`config.mk`:
```
export PLATFORM = sky130hd
export DESIGN_NAME = clk_div_gate
export DESIGN_NICKNAME = d
export VERILOG_FILES = /design/src/rtl/clk_div_gate.sv
export SDC_FILE = /design/constraint.sdc
export NUM_CORES = 1
export LEC_CHECK = 0
export CAP_MARGIN = 15
export CORE_MARGIN = 2
export CORE_UTILIZATION = 43
export DETAILED_ROUTE_END_ITERATION = 8
export PLACE_DENSITY = 0.77
export SETUP_SLACK_MARGIN = 0.4
export SLEW_MARGIN = 25
export SYNTH_ARGS = -nofsm -noshare
export SYNTH_HDL_FRONTEND = slang
export SYNTH_SLANG_ARGS = --single-unit
```
`constraint.sdc`:
```
create_clock -name clk -period 7.65 [get_ports clk]
set_clock_uncertainty 0.2 [all_clocks]
set_input_delay 1.1475 -clock clk [delete_from_list [all_inputs] [get_ports clk]]
set_output_delay 1.1475 -clock clk [all_outputs]
set_load 0.02 [all_outputs]
```
`src/rtl/clk_div_gate.sv`:
```
// Purpose: pulse-swallowing clock divider with glitch-free latch gate, idle auto-gating and scan override.
// Latency: clk_en_out registers one edge after the wrap; the matching clk_out pulse is the next clk high phase.
// Backpressure: none; busy only cancels auto-gating and div_update is acknowledged once with div_ack.
module clk_div_gate #(
  parameter int DIV_W     = 8,
  parameter int IDLE_W    = 6,
  parameter int RESET_DIV = 1
) (
  input  logic              clk,
  input  logic              rst_b,
  input  logic              en,
  input  logic [DIV_W-1:0]  div_ratio,
  input  logic              div_update,
  output logic              div_ack,
  input  logic              busy,
  input  logic [IDLE_W-1:0] idle_limit,
  input  logic              se,
  output logic              clk_out,
  output logic              clk_en_out,
  output logic              gated,
  output logic [DIV_W-1:0]  cur_ratio
);

  localparam logic [DIV_W-1:0]  RATIO_RST = DIV_W'(RESET_DIV);
  localparam logic [DIV_W-1:0]  ONE_D     = DIV_W'(1);
  localparam logic [IDLE_W-1:0] ONE_I     = IDLE_W'(1);

  logic [DIV_W-1:0]  cnt_q, cnt_d;
  logic [DIV_W-1:0]  cur_ratio_q, cur_ratio_d;
  logic [DIV_W-1:0]  pend_ratio_q, pend_ratio_d;
  logic              pending_q, pending_d;
  logic              clk_en_q, clk_en_d;
  logic              ack_q, ack_d;
  logic              gated_q, gated_d;
  logic [IDLE_W-1:0] idle_cnt_q, idle_cnt_d;
  logic              gate_q;

  logic wrap;
  logic tick;
  logic apply;

  // Ratios of 0 and 1 both mean "every cycle", so they wrap unconditionally.
  assign wrap  = (cur_ratio_q <= ONE_D) || (cnt_q == (cur_ratio_q - ONE_D));
  assign tick  = wrap & en & ~gated_q;
  // A pending ratio lands on a period boundary, or straight away when the divider is stopped.
  assign apply = pending_q & (wrap | ~en);

  // Next-state logic for the divider, ratio update handshake and idle auto-gate.
  always_comb begin
    cnt_d        = cnt_q;
    cur_ratio_d  = cur_ratio_q;
    pend_ratio_d = pend_ratio_q;
    pending_d    = pending_q;
    clk_en_d     = tick;
    ack_d        = apply;
    gated_d      = gated_q;
    idle_cnt_d   = idle_cnt_q;

    if (!en || wrap) begin
      cnt_d = '0;
    end else begin
      cnt_d = cnt_q + ONE_D;
    end

    if (apply) begin
      cur_ratio_d = pend_ratio_q;
      pending_d   = 1'b0;
    end

    // A fresh request on the same edge as an apply re-arms for the following wrap.
    if (div_update) begin
      pend_ratio_d = (div_ratio == '0) ? ONE_D : div_ratio;
      pending_d    = 1'b1;
    end

    if (idle_limit == '0 || busy) begin
      idle_cnt_d = '0;
      gated_d    = 1'b0;
    end else if (wrap && en && !gated_q) begin
      idle_cnt_d = idle_cnt_q + ONE_I;
      // Compare against limit-1 so a lowered limit still gates on the next wrap.
      if (idle_cnt_q >= (idle_limit - ONE_I)) begin
        gated_d = 1'b1;
      end
    end
  end

  // State registers, cleared asynchronously.
  always_ff @(posedge clk or negedge rst_b) begin
    if (!rst_b) begin
      cnt_q        <= '0;
      cur_ratio_q  <= RATIO_RST;
      pend_ratio_q <= RATIO_RST;
      pending_q    <= 1'b0;
      clk_en_q     <= 1'b0;
      ack_q        <= 1'b0;
      gated_q      <= 1'b0;
      idle_cnt_q   <= '0;
    end else begin
      cnt_q        <= cnt_d;
      cur_ratio_q  <= cur_ratio_d;
      pend_ratio_q <= pend_ratio_d;
      pending_q    <= pending_d;
      clk_en_q     <= clk_en_d;
      ack_q        <= ack_d;
      gated_q      <= gated_d;
      idle_cnt_q   <= idle_cnt_d;
    end
  end

  // Gate enable latch: open only while clk is low so the enable is stable through each high phase.
  always_latch begin
    if (!rst_b) begin
      gate_q <= 1'b0;
    end else if (!clk) begin
      gate_q <= clk_en_q;
    end
  end

  assign clk_out    = clk & (gate_q | se);
  assign clk_en_out = clk_en_q;
  assign div_ack    = ack_q;
  assign gated      = gated_q;
  assign cur_ratio  = cur_ratio_q;

endmodule
```
Yosys cells after proc, flatten, opt, wreduce, memory -nomap -nowiden
Cells that the tools add are included.
{"block": "totals", "ff_bits": 34, "latchBits": 1, "input_bits": 20, "output_inout_bits": 12}
{"block": "op_classes", "n_addsub": 4, "magnitude_cmp": 2, "eq_ne": 1, "mux": 13, "bitwise_logic": 8, "n_reduce_logical": 13}
{"cell": "8-bit two-way mux", "count": 2}
{"cell": "6-bit two-way mux", "count": 2}
{"cell": "1-bit two-way mux", "count": 9}
{"cell": "8-bit by 1-bit adder with 8-bit output, second input constant", "count": 1}
{"cell": "8-bit == test", "count": 1}
{"cell": "8-bit by 1-bit less-or-equal comparator with 1-bit output, second input constant", "count": 1}
{"cell": "8-bit logical NOT", "count": 1}
{"cell": "8-bit by 1-bit subtractor with 8-bit output, second input constant", "count": 1}
{"cell": "6-bit by 1-bit adder with 6-bit output, second input constant", "count": 1}
{"cell": "6-bit >= comparator", "count": 1}
{"cell": "6-bit logical NOT", "count": 1}
{"cell": "2-bit nonzero test", "count": 3}
{"cell": "6-bit by 1-bit subtractor with 6-bit output, second input constant", "count": 1}
{"cell": "1-bit bitwise AND", "count": 4}
{"cell": "1-bit logical OR", "count": 3}
{"cell": "1-bit logical AND", "count": 2}
{"cell": "1-bit logical NOT", "count": 2}
{"cell": "1-bit NOT", "count": 2}
{"cell": "1-bit bitwise OR", "count": 2}
{"cell": "2-bit AND reduction", "count": 1}

Depth between registers and ports, before layout
Gate-level depths: netlist of run 1.
{"block": "depth", "depth_word": 7, "ltp_mapped": 9, "mapped_depth_nobuf": 9}

==> flow_metrics.tcl, run 1 <==
set metrics [dict create \
    path_class "input port to latch" \
    synth_edf_count 0 \
    grt_pass1_vias 1523 \
    coreArea_um2 4440 \
    seqPwrFrac 0.381 \
    dp_hpwl_mm 2.82 \
    cp_common_cell "dlygate4sd3_1" \
    setup_viol 0 \
    portBuffers 31 \
    p_sw_frac 0.306 \
    mostFrequentLayoutCells "32 x dfrtp_1, 31 x clkdlybuf4s50_1, 15 x mux2_2" \
    synth_flop_cell "dfrtp_1" \
    rr_startpoint "clk_en_out$_DFF_PN0_" \
    path_buf_inv 4 \
    grt.total_usage 0.179 \
    ys_types 43 \
    avgViaCountPerCell 5.16 \
    syn_inst 181 \
    crit_path_start "rst_b" \
    rsz0062_at_grt "no" \
    worst-path-max-fanout 36 \
    drc 0 \
    critPathCaptureType "latch" \
    crit_chain "dlygate4sd3_1 > clkdlybuf4s50_1 > dlygate4sd3_1 > buf_4 > and2_1" \
    startpoint_type "input port" \
    drtIter0Drc 43 \
    synth_seq_cells 35 \
    crit_family "buffers and inverters" \
    crit_slowest_cell "dlygate4sd3_1" \
    powerDensity_nw_per_um2 227 \
    slew_headroom 0.469 \
    drv_slew 0 \
    syn_nets 213 \
    p_sw_mw 0.182 \
    p_leak_nw 1.17 \
    max_stage_delay_ns 0.54 \
    nets 260 \
    drive_gt1_frac 0.187 \
    grt_max_degree 37 \
    critPathArrivalTime_ns 3.28 \
    path_clk_slew_ns 0.03 \
    grt_pass1_wl_mm 7.05 \
    wl_per_cell_um 13.9 \
    layout_commonest_cell "dfrtp_1" \
    p_clk_frac 0.372 \
    antenna_left 0 \
    start_util 0.455 \
    die_y_um 72.6 \
    drt-total-wl_mm 3.92 \
    p_int_mw 0.412 \
    hp-class "input port to clock gate" \
    async_flop_share 0.971 \
    yosys_warnings 0 \
    fp.dieW_um 72.6 \
    die-area_um2 5270 \
    finalHoldViolCount 0 \
    gp_congestion 0.721 \
    required_ns 4.02 \
    clk_latency_ns 0.39 \
    antenna_found_initial 0 \
    ir_drop_uv 193 \
    cts_tree "done" \
    vias 1454 \
    setup_tns_ns 0 \
    cts-resized-gates 0 \
    io-pin-count 32 \
    outcome "complete, no violations" \
    worstMarginPinSlew_ns 0.793 \
    antennaDiodeCount 0 \
    setup_slack_ns 0.743 \
    cap_violations 0 \
    grt_overflow_total 0 \
    fp-row-count 24 \
    p_comb_frac 0.247 \
    preCtsSetupSlack_ns 1.40 \
    synth.avg_cell_area_um2 11.2 \
    worstHoldStart "rst_b" \
    drtPass1Iterations 4 \
    area_growth_pct 29.1 \
    syn-cell-area_um2 2020 \
]
cell type report:
cell class | instances | area, um^2
clock buffers | 14 | 169
clock inverters | 1 | 5.00
fillers | 379 | 1830
inverters | 10 | 37.5
multi-input cells | 134 | 1110
flip-flops and latches | 35 | 868
well taps | 52 | 65.1
repair buffers | 36 | 358
layer usage:
metal	GRT usage	wire, um
met1	0.230	1910
met2	0.261	1830
met3	0.0704	113
met4	0.0926	62
met5	0	0
worst paths after layout:
check / to / slack [ns] / cells after the start
setup / recovery: gate_q$_DLATCH_P_ / 0.74 / 5
hold / removal: clock gate / 0.31 / 7
setup reg to reg: gate_q$_DLATCH_P_ / 3.12 / 1
hold reg to reg: cur_ratio[1]$_DFFE_PN0P_ / 0.31 / 1
max in group gated: clock gate / 2.95 / 7
max in group asynchronous: cur_ratio[0]$_DFFE_PN1P_ / 4.86 / 4
min in group clk: cur_ratio[1]$_DFFE_PN0P_ / 0.31 / 1
min in group asynchronous: pend_ratio_q[1]$_DFFE_PN0P_ / 2.05 / 4
power groups by stage:
stage	registers (mW)	logic [mW]	clock network, mW
after floorplan	0.237	0.0815	0.00749
after global placement	0.229	0.141	0.0129
after detailed placement	0.230	0.145	0.0129
after CTS	0.226	0.148	0.228
after global routing	0.230	0.159	0.243
final	0.226	0.147	0.221
cells by family (layout without fill, tap and decap cells):
family	after synthesis	after routing	synth area share
AOI/OAI and AO/OA	26	26	0.126
xor gates and xnor gates	20	20	0.0866
adders and majority gates	12	12	0.0742
buffers and inverters	12	61	0.0223
DFF	34	34	0.422
latches	1	1	0.00742
muxes	16	16	0.0884
and+or+nand+nor	60	60	0.173
worst min-delay path: cells and delay by family:
| family | cells | cell delay [ns] |
|---|---|---|
| buffers and inverters | 7 | 3.54 |
cells in the mapped netlist (3+ instances only):
library cell	number	area, um^2
a21o_1	3	22.5
a21oi_1	6	30.0
and2_1	4	25.0
dfrtp_1	32	801
ha_1	12	150
inv_1	10	37.5
mux2_2	15	169
nand2_1	7	26.3
nand2b_1	5	31.3
nand3_1	10	50.1
nor2_1	14	52.6
nor3_1	5	25.0
o21ai_0	3	15.0
xnor2_1	10	87.6
xor2_1	10	87.6
flip-flops by register name, summed over array words and instances, names as in the netlist:
signal,flops
cnt_q,8
cur_ratio,8
pend_ratio_q,8
idle_cnt_q,6
clk_en_out,1
div_ack,1
gate_q,1
gated,1
pending_q,1
metrics by stage:
stage	instance area [um^2]	util	power [mW]	cells	hold slack, ns
finish	2610	0.588	0.594	282	0.308
global route	2610	0.588	0.632	282	0.333
CTS	2610	0.588	0.602	282	0.305
detailed placement	2400	0.540	0.387	263	-2.18
global placement	2400	0.540	0.383	263	-2.19
floorplan	2020	-	0.326	181	-2.88
repair_timing:
action | 4_1_cts | 5_1_grt
hold buffers | 5 | 0
hold endpoints to repair | 1 | 0
setup endpoints to repair | 0 | 0
setup buffers | 0 | 0
No activity file was read; power rests on OpenSTA's default activity.
==> run 2, diff against run 1 <==
- CORE_MARGIN: 2 -> not set
==> flow_metrics.tcl, run 2 (synthesis results as in run 1) <==
set metrics [dict create \
    post-route-util 0.588 \
    powerDensity_nw_per_um2 227 \
    dpl.cell_count 263 \
    mostFrequentLayoutCells "32 x dfrtp_1, 31 x clkdlybuf4s50_1, 15 x mux2_2" \
    path_clk_slew_ns 0.03 \
    setup_tns_ns 0 \
    path_buf_inv 4 \
    drt-total-wl_mm 3.99 \
    startpoint_type "input port" \
    antennaDiodeCount 0 \
    crit_slowest_cell "dlygate4sd3_1" \
    nets 260 \
    critPathCaptureType "latch" \
    layout_commonest_cell "dfrtp_1" \
    crit_chain "dlygate4sd3_1 > clkdlybuf4s50_1 > dlygate4sd3_1 > buf_4 > and2_1" \
    outcome "complete, no violations" \
    avgViaCountPerCell 5.33 \
    drtPass1Iterations 4 \
    wl_per_cell_um 14.2 \
    drive_gt1_frac 0.187 \
    p_comb_frac 0.246 \
    io-pin-count 32 \
    p_leak_nw 1.17 \
    drv_slew 0 \
    cap_violations 0 \
    slew_headroom 0.481 \
    die-area_um2 4980 \
    vias 1503 \
    path_class "input port to latch" \
    fin_area_um2 2610 \
    critPathArrivalTime_ns 3.27 \
    hp-class "input port to clock gate" \
    max_stage_delay_ns 0.54 \
    grt_util_met3 0.0541 \
    worst-path-max-fanout 36 \
    p_sw_frac 0.306 \
    grt.busiest_layer "met2" \
    antenna_found_initial 0 \
    p_sw_mw 0.181 \
    crit_family "buffers and inverters" \
    fp.dieW_um 70.6 \
    rsz0062_at_grt "no" \
    required_ns 4.02 \
    multiInputGateArea_um2 1110 \
    die_y_um 70.6 \
    grt_overflow_total 0 \
    seqCellArea_um2 868 \
    final_cells 282 \
    dp_hpwl_mm 2.87 \
    worstMarginPinSlew_ns 0.776 \
    gp_congestion 0.761 \
    seqPwrFrac 0.383 \
    drtIter0Drc 92 \
    clk_latency_ns 0.39 \
    whs_ns 0.291 \
    grt_pass1_wl_mm 7.11 \
    ir_drop_uv 186 \
    coreArea_um2 4440 \
    drc 0 \
    cts_setup_buffers 0 \
    grt_max_degree 37 \
    use_met2 0.313 \
    fp-row-count 24 \
    area_growth_pct 29.1 \
    p_clk_frac 0.371 \
    cp_common_cell "dlygate4sd3_1" \
    setup_viol 0 \
    placed_cell_area_um2 2400 \
    start_util 0.455 \
    grt_pass1_vias 1624 \
    finalHoldViolCount 0 \
    antenna_left 0 \
    grt_use_met1 0.220 \
    p_int_mw 0.412 \
    portBuffers 31 \
    grt.total_usage 0.186 \
    cts_tree "done" \
    nFillCells 371 \
]
## run 2: routing by layer
metal	vias to the layer above	wire length, um
met1	737	1850
met3	7	90
li1	742	-
met2	17	2000
met5	-	0
met4	0	54
## run 2: final timing paths
check / from / end / slack, ns / cells past startpoint
max: rst_b / gate_q$_DLATCH_P_ / 0.75 / 5
min: rst_b / clock gate / 0.29 / 7
max reg2reg: clk_en_out$_DFF_PN0_ / gate_q$_DLATCH_P_ / 3.13 / 1
min reg2reg: pend_ratio_q[0]$_DFFE_PN1P_ / pend_ratio_q[0]$_DFFE_PN1P_ / 0.30 / 2
max in group gated: rst_b / clock gate / 2.98 / 7
max in group asynchronous: rst_b / pend_ratio_q[0]$_DFFE_PN1P_ / 4.86 / 4
min in group clk: pend_ratio_q[0]$_DFFE_PN1P_ / pend_ratio_q[0]$_DFFE_PN1P_ / 0.30 / 2
min in group asynchronous: rst_b / pend_ratio_q[5]$_DFFE_PN0P_ / 2.05 / 4
## run 2: repair_timing
item | in CTS | in global routing
hold buffers | 5 | 0
endpoints found under the hold margin | 1 | 0
resized for setup | 0 | 0
## run 2: final cells by class
| class | count | share of cell area |
|---|---|---|
| timing repair buffer | 36 | 0.137 |
| clock inverter | 1 | 0.00192 |
| multi-input combinational | 134 | 0.425 |
| sequential | 35 | 0.332 |
| inverter | 10 | 0.0144 |
| tap | 52 | 0.0249 |
| clock buffer | 14 | 0.0647 |
## run 2: power by group through the flow
stage	Combinational [mW]	Clock (mW)	Sequential [mW]
3_5_place_dp	0.144	0.0129	0.230
3_3_place_gp	0.141	0.0129	0.229
4_1_cts	0.147	0.225	0.227
6_report	0.146	0.220	0.227
2_1_floorplan	0.0815	0.00749	0.237
5_1_grt	0.159	0.236	0.231
## run 2: metrics by stage
step / worst slack, ns / power [mW]
CTS: 0.738 / 0.600
global placement: 1.42 / 0.383
floorplan: 1.98 / 0.326
finish: 0.754 / 0.593
detailed placement: 1.40 / 0.387
global route: 0.646 / 0.626
==> run 3, diff against run 2 <==
- CORE_MARGIN: not set -> 2
- RECOVER_POWER: not set -> 50
==> flow_metrics.tcl, run 3 (synthesis results as in run 1) <==
set metrics [dict create \
    p_clk_frac 0.377 \
    p_sw_frac 0.301 \
    dpl.cell_count 263 \
    die_y_um 72.6 \
    cts_setup_buffers 0 \
    slew_headroom -0.0954 \
    coreArea_um2 4440 \
    multiInputGateArea_um2 1070 \
    die-area_um2 5270 \
    whs_ns 0.308 \
    drt-total-wl_mm 3.93 \
    finalHoldViolCount 0 \
    antenna_found_initial 0 \
    nFillCells 384 \
    path_class "input port to latch" \
    rr_startpoint "clk_en_out$_DFF_PN0_" \
    path_clk_slew_ns 0.06 \
    finalPower_mw 0.584 \
    dp_hpwl_mm 2.82 \
    wl_per_cell_um 14.0 \
    grt.total_usage 0.179 \
    antennaDiodeCount 0 \
    layout_commonest_cell "dfrtp_1" \
    mostFrequentLayoutCells "32 x dfrtp_1, 21 x clkdlybuf4s50_1, 15 x mux2_2, 15 x dlygate4sd3_1, 14 x nor2_1" \
    area_growth_pct 27.1 \
    nets 260 \
    grt_overflow_total 0 \
    grt_max_degree 37 \
    ir_drop_uv 192 \
    grt_pass1_wl_mm 7.05 \
    seqCellArea_um2 868 \
    reg2reg_slack_ns 3.13 \
    cap_violations 1 \
    drv_slew 7 \
    grt_pass1_vias 1523 \
    outcome "complete, but fails checks" \
    rr_worst_depth 1 \
    portBuffers 31 \
    drtIter0Drc 58 \
    io-pin-count 32 \
    worst-path-max-fanout 36 \
    powerDensity_nw_per_um2 227 \
    cts_tree "done" \
    antenna_left 0 \
    startpoint_type "input port" \
    violations "capacitance limit, slew limit" \
    setup_tns_ns 0 \
    post-route-util 0.579 \
    critPathCaptureType "latch" \
    drive_gt1_frac 0.170 \
    fp-row-count 24 \
    p_int_mw 0.408 \
    gp_congestion 0.721 \
    setup_viol 0 \
    final_cells 282 \
    required_ns 4.02 \
    p_comb_frac 0.240 \
    crit_path_end "gate_q$_DLATCH_P_" \
    rsz0062_at_grt "no" \
    worstReg2RegEnd "gate_q$_DLATCH_P_" \
    cts-resized-gates 0 \
    vias 1461 \
    seqPwrFrac 0.383 \
    clk_latency_ns 0.39 \
    p_leak_nw 1.17 \
    p_sw_mw 0.176 \
    worstMarginPinSlew_ns 1.62 \
    critPathArrivalTime_ns 3.34 \
    start_util 0.455 \
    drtPass1Iterations 4 \
    fp.dieW_um 72.6 \
    crit_path_start "rst_b" \
    hp-class "flop to flop" \
    drc 0 \
    avgViaCountPerCell 5.18 \
]
## run 3: changes by cell type in the layout (fill, tap and decap cells not counted), sizes merged
cell and delta:
dlygate4sd3 +10, clkdlybuf4s50 -10
## run 3: what timing repair did
action / in CTS / in global routing
setup endpoints to repair: 0 / 0
hold buffers: 5 / 0
endpoints found under the hold margin: 1 / 0
## run 3: worst max-delay path, cell delays in order
cell	delay, ns
dlygate4sd3_1	0.52
dlygate4sd3_1	0.53
dlygate4sd3_1	0.54
buf_4	0.40
and2_1	0.19
## run 3: layout make-up
type	instances	share of cell area
multi-input cells	134	0.416
flip-flops and latches	35	0.338
repair buffers	36	0.139
clock buffers	14	0.0657
well taps	52	0.0253
inverters	10	0.0146
clock inverters	1	0.00195
## run 3: worst min path at each step
stage | cells past startpoint | endpoint | from
final | 1 | cur_ratio[7]$_DFFE_PN0P_ | pend_ratio_q[7]$_DFFE_PN0P_
after global routing | 1 | pend_ratio_q[1]$_DFFE_PN0P_ | pend_ratio_q[1]$_DFFE_PN0P_
after CTS | 7 | clock gate | rst_b
after detailed placement | 2 | clock gate | rst_b
after global placement | 2 | clock gate | rst_b
after floorplan | 0 | clock gate | rst_b
## run 3: metal layers
layer,GRT usage,part of all wire,up-vias
met5,0,0,-
met4,0.0926,0.011,0
met3,0.0704,0.032,6
met2,0.261,0.46,22
met1,0.230,0.49,697
li1,-,-,736
## run 3: through the flow
step,setup slack (ns),instance area [um^2]
3_5_place_dp,1.40,2400
4_1_cts,0.733,2610
3_3_place_gp,1.42,2400
5_1_grt,0.574,2570
6_report,0.680,2570
2_1_floorplan,1.98,2020
## run 3: power by group through the flow
stage          Combinational [mW]  Clock [mW]  Sequential [mW]
6_report                    0.140       0.220            0.224
5_1_grt                     0.152       0.243            0.227
4_1_cts                     0.148       0.228            0.226
3_5_place_dp                0.145      0.0129            0.230
3_3_place_gp                0.141      0.0129            0.229
2_1_floorplan              0.0815     0.00749            0.237
